===== config.mk =====
export PLATFORM = sky130hd
export DESIGN_NAME = rr_mux_n_flat
export DESIGN_NICKNAME = d
export VERILOG_FILES = /design/src/rtl/rr_mux_n_if.sv /design/src/rtl/rr_mux_n.sv /design/src/flat_wrapper.sv
export SDC_FILE = /design/constraint.sdc
export NUM_CORES = 1
export LEC_CHECK = 0
export BUFFER_PORTS_ARGS = -buffer_cell sky130_fd_sc_hd__clkbuf_2
export CORE_MARGIN = 4
export CORE_UTILIZATION = 30
export CTS_CLUSTER_DIAMETER = 150
export DETAILED_ROUTE_END_ITERATION = 10
export REMOVE_ABC_BUFFERS = 1
export SYNTH_ARGS = -nofsm -noshare
export SYNTH_HDL_FRONTEND = slang
export SYNTH_SLANG_ARGS = --single-unit

===== constraint.sdc =====
create_clock -name clk -period 5.23 [get_ports clk]
set_input_delay 0.2615 -clock clk [delete_from_list [all_inputs] [get_ports clk]]
set_output_delay 0.2615 -clock clk [all_outputs]
set_load 0.01 [all_outputs]

===== src/rtl/rr_mux_n_if.sv =====
// rtl/rr_mux_n_if.sv - handshake bundle between CHANNELS producers, rr_mux_n and one consumer
//
// Purpose: carries the input streams, the merged output stream and its channel tag.
// Ports (signals):
//   in_valid  [CHANNELS]        producer i presents a word
//   in_data   [CHANNELS*WIDTH]  producer i word at [i*WIDTH +: WIDTH]
//   in_ready  [CHANNELS]        producer i word accepted this cycle
//   out_valid                   output register holds a word
//   out_data  [WIDTH]           registered selected word
//   out_chan  [SELW]            source channel of out_data
//   out_ready                   consumer accepts out_data this cycle
// Modports: slave = the selector, master = producers plus consumer.

interface rr_mux_n_if #(
  parameter int WIDTH    = 16,
  parameter int CHANNELS = 8
);
  localparam int SELW = $clog2(CHANNELS);

  logic [CHANNELS-1:0]       in_valid;
  logic [CHANNELS*WIDTH-1:0] in_data;
  logic [CHANNELS-1:0]       in_ready;
  logic                      out_valid;
  logic [WIDTH-1:0]          out_data;
  logic [SELW-1:0]           out_chan;
  logic                      out_ready;

  modport slave (
    input  in_valid, in_data, out_ready,
    output in_ready, out_valid, out_data, out_chan
  );

  modport master (
    output in_valid, in_data, out_ready,
    input  in_ready, out_valid, out_data, out_chan
  );
endinterface


===== src/rtl/rr_mux_n.sv =====
// rtl/rr_mux_n.sv - N-channel registered selector with round-robin or fixed-priority arbitration
//
// Purpose: merges CHANNELS producer streams onto one registered output stream,
// tagging each word with its source channel.
// Ports:
//   clk  rising-edge clock
//   rst  synchronous active-high reset
//   bus  rr_mux_n_if.slave (in_valid/in_data/in_ready, out_valid/out_data/out_chan/out_ready)
// Parameters: WIDTH data bits, CHANNELS (power of two, >= 2),
//   MODE 0 = round-robin from ptr, MODE 1 = fixed priority (channel 0 highest).

module rr_mux_n #(
  parameter int WIDTH    = 16,
  parameter int CHANNELS = 8,
  parameter int MODE     = 0
) (
  input logic      clk,
  input logic      rst,
  rr_mux_n_if.slave bus
);
  localparam int SELW = $clog2(CHANNELS);

  logic             out_valid_q, out_valid_d;
  logic [WIDTH-1:0] out_data_q,  out_data_d;
  logic [SELW-1:0]  out_chan_q,  out_chan_d;
  logic [SELW-1:0]  ptr_q,       ptr_d;

  logic             grant_any;
  logic [SELW-1:0]  grant_idx;
  logic             can_load;
  logic             xfer;

  // Scan CHANNELS candidates; in round-robin the scan starts at ptr and the
  // SELW-bit add wraps modulo CHANNELS because CHANNELS is a power of two.
  always_comb begin
    logic [SELW-1:0] cand;
    grant_any = 1'b0;
    grant_idx = '0;
    cand      = '0;
    for (int k = 0; k < CHANNELS; k++) begin
      cand = (MODE == 0) ? ptr_q + SELW'(k) : SELW'(k);
      if (!grant_any && bus.in_valid[cand]) begin
        grant_any = 1'b1;
        grant_idx = cand;
      end
    end
  end

  assign can_load = !out_valid_q || bus.out_ready;
  // Reset blocks acceptance so no producer sees a handshake that reset discards.
  assign xfer     = grant_any && can_load && !rst;

  assign bus.in_ready = xfer ? (CHANNELS'(1) << grant_idx) : '0;

  always_comb begin
    out_valid_d = out_valid_q;
    out_data_d  = out_data_q;
    out_chan_d  = out_chan_q;
    ptr_d       = ptr_q;
    if (xfer) begin
      out_valid_d = 1'b1;
      out_data_d  = bus.in_data[grant_idx*WIDTH +: WIDTH];
      out_chan_d  = grant_idx;
      ptr_d       = grant_idx + SELW'(1);
    end else if (out_valid_q && bus.out_ready) begin
      // Drain only: the tag and data keep their last values.
      out_valid_d = 1'b0;
    end
  end

  always_ff @(posedge clk) begin
    if (rst) begin
      out_valid_q <= 1'b0;
      out_data_q  <= '0;
      out_chan_q  <= '0;
      ptr_q       <= '0;
    end else begin
      out_valid_q <= out_valid_d;
      out_data_q  <= out_data_d;
      out_chan_q  <= out_chan_d;
      ptr_q       <= ptr_d;
    end
  end

  assign bus.out_valid = out_valid_q;
  assign bus.out_data  = out_data_q;
  assign bus.out_chan  = out_chan_q;
endmodule

===== src/flat_wrapper.sv =====
// flat-port wrapper written by rule: the top's interface ports become plain ports
module rr_mux_n_flat 
#(
  parameter int WIDTH    = 16,
  parameter int CHANNELS = 8,
  parameter int MODE     = 0
)
  (clk, rst, bus_in_valid, bus_in_data, bus_out_ready, bus_in_ready, bus_out_valid, bus_out_data, bus_out_chan);
  rr_mux_n_if #(.WIDTH(WIDTH), .CHANNELS(CHANNELS)) bus_i ();
  input logic clk;
  input logic rst;
  input wire logic [$bits(bus_i.in_valid)-1:0] bus_in_valid;
  input wire logic [$bits(bus_i.in_data)-1:0] bus_in_data;
  input wire logic [$bits(bus_i.out_ready)-1:0] bus_out_ready;
  output wire logic [$bits(bus_i.in_ready)-1:0] bus_in_ready;
  output wire logic [$bits(bus_i.out_valid)-1:0] bus_out_valid;
  output wire logic [$bits(bus_i.out_data)-1:0] bus_out_data;
  output wire logic [$bits(bus_i.out_chan)-1:0] bus_out_chan;
  assign bus_i.in_valid = bus_in_valid;
  assign bus_i.in_data = bus_in_data;
  assign bus_i.out_ready = bus_out_ready;
  assign bus_in_ready = bus_i.in_ready;
  assign bus_out_valid = bus_i.out_valid;
  assign bus_out_data = bus_i.out_data;
  assign bus_out_chan = bus_i.out_chan;
  rr_mux_n #(.WIDTH(WIDTH), .CHANNELS(CHANNELS), .MODE(MODE)) u_core (.clk(clk), .rst(rst), .bus(bus_i));
endmodule

==> out/results.ini <==
[yosys]
synthAdderAreaFrac = 0.0158
ys_async_sr_fraction = 0
synth_area_leaders = mux2i_1, dfxtp_1, mux4_2
synth_top_cells_by_count = mux2i_1, nand2_1, nor2_1, dfxtp_1, a211o_1
ys_seq_area_frac = 0.145
ys_ff_latch = 23
synth_area_mm2 = 0.00317
synthMuxAreaShare = 0.411
synth-compound-area-share = 0.226
synth_area_per_cell_um2 = 9.07
synth_top_area_frac = 0.315
synth.most_common_cell = mux2i_1
synth_simple_gate_area_frac = 0.128
synth_top_family_by_area = multiplexers
synth_warnings = 0
yosysTopAreaCell = mux2i_1
synth-edff-count = 0
synthCells = 350
synth_ff_type = dfxtp_1
synth-xor-area-share = 0.0110
synth.distinct_cells = 58

[worst_setup_path]
critPathMaxStageDelay_ns = 0.68
rr_worst_depth = 14
required_ns = 4.97
crit_path_end_kind = primary output
worstSetupPathType = reg -> out
regToRegSetupSlack_ns = 0.79
critPathTopFamily = compound AO/OA/AOI/OAI gates
crit_buf_inv = 5
worstPathArrival_ns = 4.42
rr_startpoint = u_core.ptr_q[1]
startpoint_type = register
cpMostUsedCell = inv_2
worst_path_max_delay_cell = ha_1
crit-reg2reg-capture = u_core.bus.out_data[11]
cp_cell_sequence = buf_4, inv_1, ha_1, inv_2, mux4_2, and3_1, o21a_4, a41oi_2, inv_2, o31ai_4, nand2_2, a21oi_1, clkbuf_2
path_max_fanout = 15

[place]
dp_hpwl_um = 8900
port_buffers = 166
dpl_cell_area_mm2 = 0.00409
gp_congestion = 0.937

[timing]
final-setup-viol-count = 0
period_needed_ns = 4.68
finClkSkew_ns = 0.00995
rsz0062_at_grt = false
final_max_slew_viol_count = 0
final_hold_viol_count = 0
fin_tns_setup_ns = 0
period_share = 0.894
worst-slew-pin-transition_ns = 0.744
fmax_mhz = 214
slew_headroom = 0.490

[global_routing]
grt_pass1_vias = 3343
grt_use_met2 = 0.307
grt_max_degree = 38
antenna_found_initial = 0
grtUsageMet1 = 0.213
track_usage = 0.168
overflow = 0
grt_util_met3 = 0.0218
grt_pass1_wl_um = 17300
grt-busiest-layer = met2

[power_and_ir_drop]
finalPower_mw = 3.54
ir_drop_mv = 0.432
leakage_nw = 2.23
p_per_area_mw_per_mm2 = 857

[clock_tree]
postCtsHoldBufs = 0
cts_setup_buffers = 0
clock_path_buffers = 2
cts_root_buf = clkbuf_8
cts.clk_slew.worst_paths_ns = 0.09
htreeDepth = 1
cts_inserted_buffers = 3
cts_resized = 0
clkLatencyLatePin_ns = 0.27
cts_tree = done
cts.sinks = 23

[cells_and_area]
final_layout_size_suffix_gt1_frac = 0.429
final_area_mm2 = 0.00413
final_nets = 648
diodes = 0
area_delta_synth_final_pct = 30.3
nFillCells = 1050

[detailed_routing]
drt.antenna.violating_nets = 0
first_pass_iters = 4
num_vias = 3319
avgViaCountPerCell = 5.19
drt-initial-drc-count = 181
totalWireLength_um = 10800
avgRoutedWirePerCell_um = 16.9
drc = 0

[floorplan]
num_io_pins = 167
rows = 37
initial_core_util = 0.307
die_w_um = 111
fp.dieH_um = 111
core_mm2 = 0.0103
die_area_mm2 = 0.0123

[min_path]
worstHoldStart = rst
whs_endpoint = u_core.bus.out_chan[0]
hp-class = in -> reg
hold_path_depth = 2

[flow_run]
maxCapViolCount = 0

[run_status]
status = finished, final reports clean

==> metrics by stage <==
stage                     setup WS (ns)  cells  hold WS [ns]  utilization
after CTS                         0.566    640         0.292        0.400
after global placement            0.995    636         0.431        0.396
after detailed placement          0.857    636         0.444        0.396
after floorplan                   0.403    326         0.331            -
final                             0.553    640         0.302        0.400
after global routing              0.256    640         0.292        0.400
==> power by group <==
part | total [mW] | leakage, nW | internal (mW) | switching, mW
sequential | 0.299 | 0.191 | 0.256 | 0.0427
clock | 0.115 | 0.0228 | 0.0544 | 0.0601
combinational | 3.13 | 2.01 | 1.39 | 1.74
==> flip-flops by register name, summed over array words and instances (netlist names) <==
signal	cells
u_core.ptr_q	3
u_core.bus.out_chan	3
u_core.bus.out_data	16
u_core.bus.out_valid	1
==> worst max-delay path by stage <==
stage / slack, ns / cells after the start / to / start
after global placement: 0.99 / 13 / u_core.bus.out_data[12] / u_core.ptr_q[1]
final: 0.55 / 13 / bus_in_ready[0] / u_core.ptr_q[1]
after CTS: 0.57 / 13 / bus_in_ready[0] / u_core.ptr_q[1]
after detailed placement: 0.86 / 13 / bus_in_ready[0] / u_core.ptr_q[1]
after floorplan: 0.40 / 11 / bus_in_ready[2] / u_core.ptr_q[0]
after global routing: 0.26 / 13 / bus_in_ready[0] / u_core.ptr_q[1]
==> logic make-up after synthesis <==
| kind of cell | count (synthesis) |
|---|---|
| adders and majority gates | 4 |
| muxes | 115 |
| DFF | 23 |
| xor gates and xnor gates | 4 |
| and+or+nand+nor | 86 |
| buffers and inverters | 32 |
| AOI/OAI and AO/OA | 86 |
==> worst reg2reg max path: stages (launching register included) <==
cell and delay (ns):
dfxtp_1 0.34, buf_4 0.24, inv_1 0.14, ha_1 0.68, mux2i_1 0.21, mux2i_1 0.28, o221a_2 0.33, o21ai_0 0.12
a21oi_1 0.47, a22oi_4 0.17, nand2_4 0.33, buf_12 0.31, mux2i_1 0.28, mux2i_1 0.10, a211o_1 0.31
==> cells in the final DEF (no fill, tap or decap), types with 3 or more instances in the layout <==
| master | count |
|---|---|
| mux2i_1 | 100 |
| buf_4 | 7 |
| nor2_1 | 26 |
| and2_1 | 4 |
| nand2_1 | 32 |
| inv_2 | 4 |
| dfxtp_1 | 23 |
| a221o_1 | 3 |
| nand2b_1 | 6 |
| clkbuf_8 | 3 |
| o22ai_1 | 4 |
| o221ai_1 | 3 |
| mux4_2 | 12 |
| a221oi_1 | 3 |
| a211o_1 | 13 |
| clkbuf_2 | 166 |
| inv_1 | 4 |
| o21ai_0 | 10 |
| o21ai_1 | 9 |
| o31ai_1 | 3 |
| a21oi_1 | 12 |
| a31oi_1 | 4 |
| nand3_1 | 7 |
| mux2_2 | 3 |
| ha_1 | 4 |
==> layer usage <==
layer | wire [um] | up-vias
li1 | - | 1650
met2 | 5400 | 127
met4 | 53 | 0
met1 | 4710 | 1538
met5 | 0 | -
met3 | 683 | 4
==> final cells by class <==
type | count | area, um^2 | area share
Sequential cell | 23 | 460 | 0.111
Tap cell | 136 | 170 | 0.0412
Clock buffer | 4 | 45.0 | 0.0109
Multi-Input combinational cell | 295 | 2520 | 0.611
Timing Repair Buffer | 174 | 903 | 0.219
Inverter | 8 | 30.0 | 0.00726
(Power assumes the default switching activity.)
